## src/rtl/conv_addr_pkg.sv

```systemverilog
// ============================================================================
// conv_addr_pkg : shared state encoding, width helpers and pixel helpers for
//                 the conv window address generator.
// Rev 1.0
// ============================================================================
`timescale 1ns/1ps
`default_nettype none

package conv_addr_pkg;

    localparam int STATE_W = 2;

    typedef logic [STATE_W-1:0] state_t;

    localparam state_t ST_IDLE  = 2'd0;
    localparam state_t ST_FULL  = 2'd1;
    localparam state_t ST_SLIDE = 2'd2;
    localparam state_t ST_DONE  = 2'd3;

    // Two extra bits: one for the sign, one so STEP-scaled offsets cannot wrap.
    function automatic int coord_w(input int addr_w);
        return addr_w + 2;
    endfunction

    // Ceil-log2, floored at 1 so single-entry counters still have a bit.
    function automatic int clog2(input int value);
        int r;
        r = 0;
        for (int b = 0; b < 31; b++) begin
            if ((1 << b) < value) begin
                r = b + 1;
            end
        end
        return (r < 1) ? 1 : r;
    endfunction

    function automatic logic in_bounds(input int row, input int col,
                                       input int img_h, input int img_w);
        return (row >= 0) && (row < img_h) && (col >= 0) && (col < img_w);
    endfunction

    function automatic int pix_addr(input int row, input int col, input int img_w);
        return row * img_w + col;
    endfunction

endpackage

`default_nettype wire

```

## src/rtl/window_tap_addr.sv

```systemverilog
// ============================================================================
// window_tap_addr : combinational address and in-bounds mask for one tap.
//                   Optional base offset under WINDOW_ADDR_GEN_BASE_EN.
// Rev 1.0
// ============================================================================
`timescale 1ns/1ps
`default_nettype none

module window_tap_addr
    import conv_addr_pkg::*;
#(
    parameter int IMG_W   = 28,
    parameter int IMG_H   = 28,
    parameter int ADDR_W  = 10,
    parameter int COORD_W = 12
) (
    input  logic signed [COORD_W-1:0] row,
    input  logic signed [COORD_W-1:0] col,
`ifdef WINDOW_ADDR_GEN_BASE_EN
    input  logic        [ADDR_W-1:0]  base,
`endif
    output logic        [ADDR_W-1:0]  addr,
    output logic                      mask
);

    int w_row;
    int w_col;

    assign w_row = int'(row);
    assign w_col = int'(col);

    always_comb begin
        mask = in_bounds(w_row, w_col, IMG_H, IMG_W);
        addr = '0;
        if (mask) begin
`ifdef WINDOW_ADDR_GEN_BASE_EN
            addr = ADDR_W'(pix_addr(w_row, w_col, IMG_W)) + base;
`else
            addr = ADDR_W'(pix_addr(w_row, w_col, IMG_W));
`endif
        end
    end

endmodule

`default_nettype wire

```

## src/rtl/window_addr_gen.sv

```systemverilog
// ============================================================================
// window_addr_gen : K x K conv window address generator, row-major output scan
//                   with column reuse. Macro WINDOW_ADDR_GEN_BASE_EN adds base_addr.
// Rev 1.0
// ============================================================================
`timescale 1ns/1ps
`default_nettype none

module window_addr_gen
    import conv_addr_pkg::*;
#(
    parameter int IMG_W  = 28,
    parameter int IMG_H  = 28,
    parameter int OUT_W  = 28,
    parameter int OUT_H  = 28,
    parameter int K      = 3,
    parameter int STEP   = 1,
    parameter int PAD    = 1,
    parameter int ADDR_W = 10
) (
    input  logic                  clk,
    input  logic                  rst,
    input  logic                  start,
`ifdef WINDOW_ADDR_GEN_BASE_EN
    input  logic [ADDR_W-1:0]     base_addr,
`endif
    output logic                  busy,
    output logic                  done,
    output logic                  out_valid,
    input  logic                  out_ready,
    output logic [K*ADDR_W-1:0]   out_addr,
    output logic [K-1:0]          out_mask,
    output logic [clog2(K)-1:0]   out_col,
    output logic                  out_newrow,
    output logic                  out_last
);

    localparam int COORD_W = coord_w(ADDR_W);
    localparam int I_W     = clog2(OUT_H);
    localparam int J_W     = clog2(OUT_W);
    localparam int C_W     = clog2(K);

    state_t             r_state;
    logic [I_W-1:0]     r_i;
    logic [J_W-1:0]     r_j;
    logic [C_W-1:0]     r_c;
    logic               r_busy;
    logic               r_done;
    logic               r_valid;
    logic [K*ADDR_W-1:0] r_addr;
    logic [K-1:0]       r_mask;
    logic               r_newrow;
    logic               r_last;

    state_t             w_nstate;
    logic [I_W-1:0]     w_ni;
    logic [J_W-1:0]     w_nj;
    logic [C_W-1:0]     w_nc;
    logic               w_end;
    logic               w_xfer;
    logic               w_load;
    logic               w_nlast;
    logic [K*ADDR_W-1:0] w_addr;
    logic [K-1:0]       w_mask;
    logic signed [COORD_W-1:0] w_col;

`ifdef WINDOW_ADDR_GEN_BASE_EN
    logic [ADDR_W-1:0]  r_base;
    logic [ADDR_W-1:0]  w_base;

    // The first beat is computed in IDLE, before r_base has captured the port.
    assign w_base = (r_state == ST_IDLE) ? base_addr : r_base;
`endif

    // Next-beat position; the register stage loads it on start or on handshake.
    always_comb begin
        w_nstate = r_state;
        w_ni     = r_i;
        w_nj     = r_j;
        w_nc     = r_c;
        w_end    = 1'b0;
        case (r_state)
            ST_IDLE: begin
                w_nstate = ST_FULL;
                w_ni     = '0;
                w_nj     = '0;
                w_nc     = '0;
            end
            ST_FULL: begin
                if (r_c != C_W'(K - 1)) begin
                    w_nc = r_c + C_W'(1);
                end else if (OUT_W == 1) begin
                    if (r_i == I_W'(OUT_H - 1)) begin
                        w_end = 1'b1;
                    end else begin
                        w_ni = r_i + I_W'(1);
                        w_nc = '0;
                    end
                end else begin
                    w_nstate = ST_SLIDE;
                    w_nj     = J_W'(1);
                end
            end
            ST_SLIDE: begin
                if (r_j != J_W'(OUT_W - 1)) begin
                    w_nj = r_j + J_W'(1);
                end else if (r_i == I_W'(OUT_H - 1)) begin
                    w_end = 1'b1;
                end else begin
                    w_nstate = ST_FULL;
                    w_ni     = r_i + I_W'(1);
                    w_nj     = '0;
                    w_nc     = '0;
                end
            end
            default: begin
                w_nstate = ST_IDLE;
            end
        endcase
    end

    assign w_nlast = (w_ni == I_W'(OUT_H - 1)) && (w_nj == J_W'(OUT_W - 1))
                   && (w_nc == C_W'(K - 1));

    assign w_xfer = r_valid && out_ready
                 && ((r_state == ST_FULL) || (r_state == ST_SLIDE));
    assign w_load = ((r_state == ST_IDLE) && start) || (w_xfer && !w_end);

    assign w_col = COORD_W'(STEP * (int'(w_nj) - PAD + int'(w_nc)));

    for (genvar t = 0; t < K; t++) begin : g_tap
        logic signed [COORD_W-1:0] w_row;

        assign w_row = COORD_W'(STEP * (int'(w_ni) - PAD + t));

        window_tap_addr #(
            .IMG_W   (IMG_W),
            .IMG_H   (IMG_H),
            .ADDR_W  (ADDR_W),
            .COORD_W (COORD_W)
        ) u_tap (
            .row  (w_row),
            .col  (w_col),
`ifdef WINDOW_ADDR_GEN_BASE_EN
            .base (w_base),
`endif
            .addr (w_addr[t*ADDR_W +: ADDR_W]),
            .mask (w_mask[t])
        );
    end

    always_ff @(posedge clk or posedge rst) begin
        if (rst) begin
            r_state  <= ST_IDLE;
            r_i      <= '0;
            r_j      <= '0;
            r_c      <= '0;
            r_busy   <= 1'b0;
            r_done   <= 1'b0;
            r_valid  <= 1'b0;
            r_addr   <= '0;
            r_mask   <= '0;
            r_newrow <= 1'b0;
            r_last   <= 1'b0;
`ifdef WINDOW_ADDR_GEN_BASE_EN
            r_base   <= '0;
`endif
        end else begin
            r_done <= 1'b0;
            case (r_state)
                ST_IDLE: begin
                    if (start) begin
                        r_state <= ST_FULL;
                        r_busy  <= 1'b1;
                        r_valid <= 1'b1;
`ifdef WINDOW_ADDR_GEN_BASE_EN
                        r_base  <= base_addr;
`endif
                    end
                end
                ST_FULL, ST_SLIDE: begin
                    if (w_xfer) begin
                        if (w_end) begin
                            r_state <= ST_DONE;
                            r_valid <= 1'b0;
                            r_busy  <= 1'b0;
                            r_done  <= 1'b1;
                            r_last  <= 1'b0;
                        end else begin
                            r_state <= w_nstate;
                        end
                    end
                end
                default: begin
                    r_state <= ST_IDLE;
                end
            endcase
            if (w_load) begin
                r_i      <= w_ni;
                r_j      <= w_nj;
                r_c      <= w_nc;
                r_addr   <= w_addr;
                r_mask   <= w_mask;
                r_newrow <= (w_nstate == ST_FULL);
                r_last   <= w_nlast;
            end
        end
    end

    assign busy       = r_busy;
    assign done       = r_done;
    assign out_valid  = r_valid;
    assign out_addr   = r_addr;
    assign out_mask   = r_mask;
    assign out_col    = r_c;
    assign out_newrow = r_newrow;
    assign out_last   = r_last;

endmodule

`default_nettype wire

```

## config.mk

```make
export PLATFORM = sky130hd
export DESIGN_NAME = window_addr_gen
export DESIGN_NICKNAME = d
export VERILOG_FILES = /design/src/rtl/conv_addr_pkg.sv /design/src/rtl/window_tap_addr.sv /design/src/rtl/window_addr_gen.sv
export SDC_FILE = /design/constraint.sdc
export NUM_CORES = 1
export LEC_CHECK = 0
export BUFFER_PORTS_ARGS = -buffer_cell sky130_fd_sc_hd__clkbuf_2
export CAP_MARGIN = 10
export CORE_MARGIN = 4
export CORE_UTILIZATION = 40
export DETAILED_ROUTE_END_ITERATION = 16
export GPL_TIMING_DRIVEN = 0
export HOLD_SLACK_MARGIN = 0.02
export PLACE_DENSITY = 0.53
export SYNTH_ARGS = -nofsm -noshare
export SYNTH_HDL_FRONTEND = slang
export SYNTH_HIERARCHICAL = 1
export SYNTH_SLANG_ARGS = --single-unit
```

## constraint.sdc

```tcl
create_clock -name clk -period 6.8 [get_ports clk]
set_clock_uncertainty 0.1 [all_clocks]
set_input_delay 1.36 -clock clk [delete_from_list [all_inputs] [get_ports clk]]
set_output_delay 1.36 -clock clk [all_outputs]
set_load 0.05 [all_outputs]
```

## After elaboration in Yosys (flattened, before gate mapping)

Index checks and enable logic that the tools add are counted.

- $add $sub $neg: 11
- $mul: 3
- Order comparisons: 8
- Equality and inequality tests: 12
- Mux-type cells: 34
- Reductions and logical operators: 27

Operators with widths:

| kind | number |
|---|---|
| $add 10x7->10 | 3 |
| $mux 10 | 3 |
| $mux 5 | 5 |
| $ge 7x1->1 const B | 3 |
| $lt 7x6->1 const B | 3 |
| $mux 2 | 9 |
| $mul 7x4->8 const B | 2 |
| $eq 5x5->1 const B | 3 |
| $logic_and 1x1->1 | 15 |
| $pmux 5 s3 | 1 |
| $pmux 2 s3 | 2 |
| $sub 5x1->6 const B | 2 |
| $mux 1 | 11 |
| $add 5x1->5 const B | 2 |
| $pmux 5 s2 | 1 |
| $mul 6x4->8 const B | 1 |
| $ne 2x2->1 const B | 4 |
| $reduce_bool 2->1 | 4 |
| $add 6x2->7 const B | 1 |
| $add 6x3->7 | 1 |
| $add 6x3->7 const B | 1 |
| $ge 6x1->1 const B | 1 |
| $lt 6x6->1 const B | 1 |
| $ne 5x5->1 const B | 1 |
| 12 further kinds | 15 |

- Register bits after elaboration: 51
- Bits of input ports: 4
- Output and inout port bits: 40
- Logic and storage cells: 105

## Logic depth before layout (Yosys ltp)

- Word-level depth: 11
- Mapped depth: 27
- Depth with buffers taken out: 26

## Modules after synthesis

The synthesis kept the hierarchy.

Modules (own cells, without submodules):

| module | times used | cells an instance | area each (µm²) | sequential area each (µm²) |
|---|---|---|---|---|
| window_addr_gen | 1 | 314 | 3,133.0 | 1,276.2 |
| window_tap_addr | 3 | 106 | 849.6 | 0.0 |

## Worst setup path before layout

No wires, ideal clock.

- Path type: register to register
- Start: reg r_i[0]
- End: reg r_addr[18], in the netlist out_addr[18]
- Setup time: 125 ps
- Arrival time: 5,895 ps
- Data required time: 6,575 ps
- Setup slack: 680 ps
- Stages on the path, launching flop included: 26
- Path buffers: 1
- Period minus slack after synthesis: 6,120 ps
- Path through: dfrtp_1 > ha_1 > and4b_1 > clkbuf_1 > nor2_1 > nand2_1 > o21a_1 > ha_1 > xnor2_1 > ha_1 > inv_1 > and3_1 > a211oi_1 > inv_1 > ha_1 > inv_1 > fa_1 > inv_1 > ha_1 > xor2_1 > ha_1 > a21boi_0 > o21ai_0 > a21boi_0 > nor3_2 > mux2_2

- Longest elaborated chain between the ends: 11
- Elaborated cells between the ends (all ways): 31
- Those cells by class: add/sub (6); mul (1); order compare (4); eq/ne (1); mux (13); reduce/logical (6)

RTL lines:

| what | line | source |
|---|---|---|
| start: declaration | window_addr_gen.sv:44 | `logic [I_W-1:0] r_i;` |
| start signal: assignment | window_addr_gen.sv:199 | `r_i <= w_ni;` |
| $add 5x1->5 or $eq 5x5->1 (tied branches) | window_addr_gen.sv:111, window_addr_gen.sv:107 |  |
| $mux 5 | window_addr_gen.sv:107 | `end else if (r_i == I_W'(OUT_H - 1)) begin` |
| $mux 5 | window_addr_gen.sv:105 | `if (r_j != J_W'(OUT_W - 1)) begin` |
| $pmux 5 s2 * | window_addr_gen.sv:82 | `case (r_state)` |
| $sub 5x1->6 * | - |  |
| via g_tap[0].w_row[0] | window_addr_gen.sv:132 | `logic signed [COORD_W-1:0] w_row;` |
| $add 6x2->7 * | window_addr_gen.sv:134 | `assign w_row = COORD_W'(STEP * (int'(w_ni) - PAD + t));` |
| via g_tap[1].w_row[3] | window_addr_gen.sv:132 |  |
| branches (longest 4 deep; another with $add 10x7->10) | - |  |
| $mux 10 * | window_tap_addr.sv:35 | `if (mask) begin` |
| via w_addr[18] | window_addr_gen.sv:63 | `logic [K*ADDR_W-1:0] w_addr;` |
| end signal: assignment | window_addr_gen.sv:202 | `r_addr <= w_addr;` |
| end: declaration | window_addr_gen.sv:50 | `logic [K*ADDR_W-1:0] r_addr;` |

Mark *: on every way through the listed nets, which the timed path passes.
A chain may end at the register's enable or synchronous reset.

## Worst setup path in the final report

- Start: reg r_j[1]
- End: reg r_addr[18], in the netlist out_addr[18]

- Longest elaborated chain between the ends: 10
- Elaborated cells between the ends (all ways): 29
- Those cells by class: add/sub (6); mul (1); order compare (4); eq/ne (1); mux (11); reduce/logical (6)

RTL lines:

| what | line | source |
|---|---|---|
| start: declaration | window_addr_gen.sv:45 | `logic [J_W-1:0] r_j;` |
| start signal: assignment | window_addr_gen.sv:200 | `r_j <= w_nj;` |
| $ne 5x5->1 * | window_addr_gen.sv:105 |  |
| $mux 5 * | window_addr_gen.sv:105 |  |
| $pmux 5 s2 * | window_addr_gen.sv:82 |  |
| $sub 5x1->6 * | - |  |
| via g_tap[0].w_row[0] | window_addr_gen.sv:132 |  |
| $add 6x2->7 * | window_addr_gen.sv:134 |  |
| via g_tap[1].w_row[3] | window_addr_gen.sv:132 |  |
| branches (longest 4 deep; another with $add 10x7->10) | - |  |
| $mux 10 * | window_tap_addr.sv:35 |  |
| via w_addr[18] | window_addr_gen.sv:63 |  |

Marks and branches as above.

==> results.cfg <==
[placed_design]
globalplace.congestion = 0.8378
place_hpwl_um = 10180
dp_worst_setup_slack_ns = -0.4375
port-buffer-count = 43

[timing]
setup_violations = 0
min_period_over_period_pct = 93.52
worst_pin_slew_ns = 1.066
final-hold-violation-count = 0
finalWorstPathRequiredPeriod_ns = 6.360
max-slew-margin-rel_pct = 28.50
max_freq_mhz = 157.2
setup_slack_ns = 0.4404
report.final.slew_viol_count = 0

[yosys]
synth.lib_cells_used.distinct = 58
ys_ff_latch = 51
ys.flop_type = dfrtp_1
synth.net_count = 737
mean_syn_cell_area_um2 = 8.990
synth-async-reset-ratio_pct = 100.0
post_synth_inst_count = 632
ys.warnings.count = 6
synth-seq-area-share_pct = 22.46
syn-cell-area_mm2 = 0.005682
synth_edf_count = 0

[cts]
cts.sink_count = 51
cts_tree = built
worst_skew_late_latency_ns = 0.30
cts_buffers = 5
clock_tree.buffer_depth = 2
clock_tree.htree_level_count = 2
clk_transition_reported_paths_ns = 0.08
cts-root-buf = clkbuf_16

[detailed_routing]
routed-via-count = 4562
met2WireLength_um = 6410
drcViolationCount = 0
detail_route.iter0.violations = 205
drt_pass1_iterations = 4
drtAntennaViolNets = 0
finalWirelength_um = 13240
viasPerCell = 5.268
maxUsedRoutingLayer = met4
detailed_route_wire_length_on_metal_1_um = 6318
post_drt_wl_per_cell_um = 15.29
met3RoutedLength_um = 417

[worst_setup_path]
critPathKind = reg2reg
crit_path_start_kind = register
worstPathRequired_ns = 6.90
worst-path-max-fanout = 13
cp.arrival_ns = 6.46
timing.critical_path.to_type = register

[grt]
grt_start_max_net_pins = 35
global_route.usage.total_pct = 17.22
grt_antenna_before_repair = 0
grt_first_pass_wirelength_um = 22780
first_global_vias = 4656
globalRoute.totalOverflow = 0

[die]
dieWidth_um = 127.2
floorplan.core_area_mm2 = 0.01388
initial_core_util_pct = 40.93
fp.dieArea_mm2 = 0.01617
std_cell_rows = 43
io_pins = 44
y_dimension_of_the_die_um = 127.2

[finish]
antenna_cells_inserted = 0
final_layout_size_suffix_gt1_share_pct = 18.51
filler_cell_count = 1372
layout.core_utilization_pct = 46.06
final_net_count = 790
area.growth.synth_to_final_pct = 12.53

[hold_path]
min-delay-path-class = reg2reg

[run_status]
status = complete, no violations

[job]
drv.max_cap_violation_count = 0
routing by layer:
metal | vias up | track usage, %
met2 | 61 | 29.70
met3 | 7 | 2.717
li1 | 2299 | -
met5 | - | 0
met4 | 0 | 3.849
met1 | 2195 | 22.80
metrics by stage:
step,std cells,hold WS [ns],setup TNS (ns),instance area [um2]
finish,866,0.4069,0,6394
global route,866,0.4219,-0.05688,6394
CTS,864,0.4135,0,6329
detailed placement,856,0.3949,-1.479,6142
global placement,855,0.3893,-1.284,6122
floorplan,632,0.4571,0,5682
final timing paths:
| kind | from | end | slack [ns] | cells after the start |
|---|---|---|---|---|
| setup / recovery | r_j[1] | out_addr[18] | 0.44 | 24 |
| hold / removal | out_addr[27] | out_addr[27] | 0.41 | 1 |
| setup reg to reg | r_j[1] | out_addr[18] | 0.44 | 24 |
| hold reg to reg | out_addr[27] | out_addr[27] | 0.41 | 1 |
| max in group asynchronous | rst | out_addr[5] | 5.10 | 3 |
| min in group asynchronous | rst | out_addr[22] | 0.93 | 2 |
cell usage in the layout (no fill, tap or decap), drive strengths merged, types with 10 or more instances in the layout:
| cell type | synthesis | final |
|---|---|---|
| a211oi | 10 | 10 |
| xor2 | 10 | 10 |
| xnor2 | 37 | 37 |
| ha | 82 | 82 |
| mux2 | 37 | 37 |
| nand2 | 30 | 30 |
| o21ai | 26 | 26 |
| nor2 | 42 | 42 |
| nor3 | 13 | 13 |
| dfrtp | 51 | 51 |
| nor4 | 11 | 11 |
| and2 | 12 | 12 |
| fa | 19 | 19 |
| nor2b | 11 | 11 |
| inv | 82 | 82 |
| clkbuf | 9 | 57 |
| a21oi | 36 | 36 |
| buf | 10 | 14 |
sequential cells by signal, indices dropped and copies added (netlist names), 2 cells and up:
| signal | count |
|---|---|
| out_addr | 30 |
| out_col | 2 |
| out_mask | 3 |
| r_i | 5 |
| r_j | 5 |
| r_state | 2 |
cell families after synthesis:
logic type	share of synthesized area, %
AOI/OAI and AO/OA	14.69
DFF	22.46
adders and majority gates	24.75
buffers and inverters	7.553
and+or+nand+nor	15.44
muxes	7.862
xor gates and xnor gates	7.245
layout make-up:
cell class,count,area [um2],area share [%]
multi-input cells,477,4038,63.15
inverters,85,322.8,5.049
flip-flops and latches,51,1276,19.96
clock inverters,2,35.03,0.5479
clock buffers,6,138.9,2.172
repair buffers,47,255.2,3.992
well taps,180,225.2,3.523
plain buffers,18,102.6,1.605
repair_timing:
action	4_1_cts	5_1_grt
setup endpoints to repair	5	8
pin swaps	0	1
hold buffers	0	0
gates cloned	0	0
setup buffers	0	2
resized for setup	4	13
synthesized netlist by cell type, types with 4 or more instances:
library cell  instances  area [um2]
a211oi_1             10       75.07
a21boi_0              6       45.04
a21o_1                9       67.56
a21oi_1              36       180.2
a31oi_1               4       25.02
and2_1               12       75.07
and3_1                7       43.79
buf_2                 4       20.02
buf_4                 4       30.03
clkbuf_1              9       33.78
dfrtp_1              51        1276
fa_1                 19       380.4
ha_1                 82        1026
inv_1                82       307.8
mux2_2               37       416.7
nand2_1              30       112.6
nand3_1               8       40.04
nand4_1               6       37.54
nor2_1               42       157.7
nor2b_1              11       68.82
nor3_1                4       20.02
nor3_2                9       90.09
nor4_1               11       68.82
o211ai_1              9       67.56
o21ai_0              22       110.1
o21ai_1               4       20.02
o21bai_1              4       30.03
or3_1                 4       25.02
or4_1                 4       30.03
xnor2_1              37       324.1
xor2_1               10       87.58
critical path, cell delays in order (launching register included):
cell and delay [ns]:
dfrtp_1 0.43, ha_1 0.29, nand4b_1 0.33, o21a_2 0.36
o21ai_0 0.24, o21a_4 0.28, ha_1 0.37, inv_2 0.18
ha_1 0.28, inv_1 0.13, and3_1 0.21, a211oi_4 0.29
inv_1 0.08, ha_1 0.28, inv_1 0.05, fa_1 0.49
inv_1 0.04, ha_1 0.33, xor2_1 0.18, ha_1 0.32
a21boi_1 0.17, o21ai_0 0.22, nor3b_1 0.29, nor3_2 0.06
mux2_2 0.26
Power is left out: the tool's default activity adds up to more than one toggle a clock period on the data nets, which glitch-free logic cannot reach.
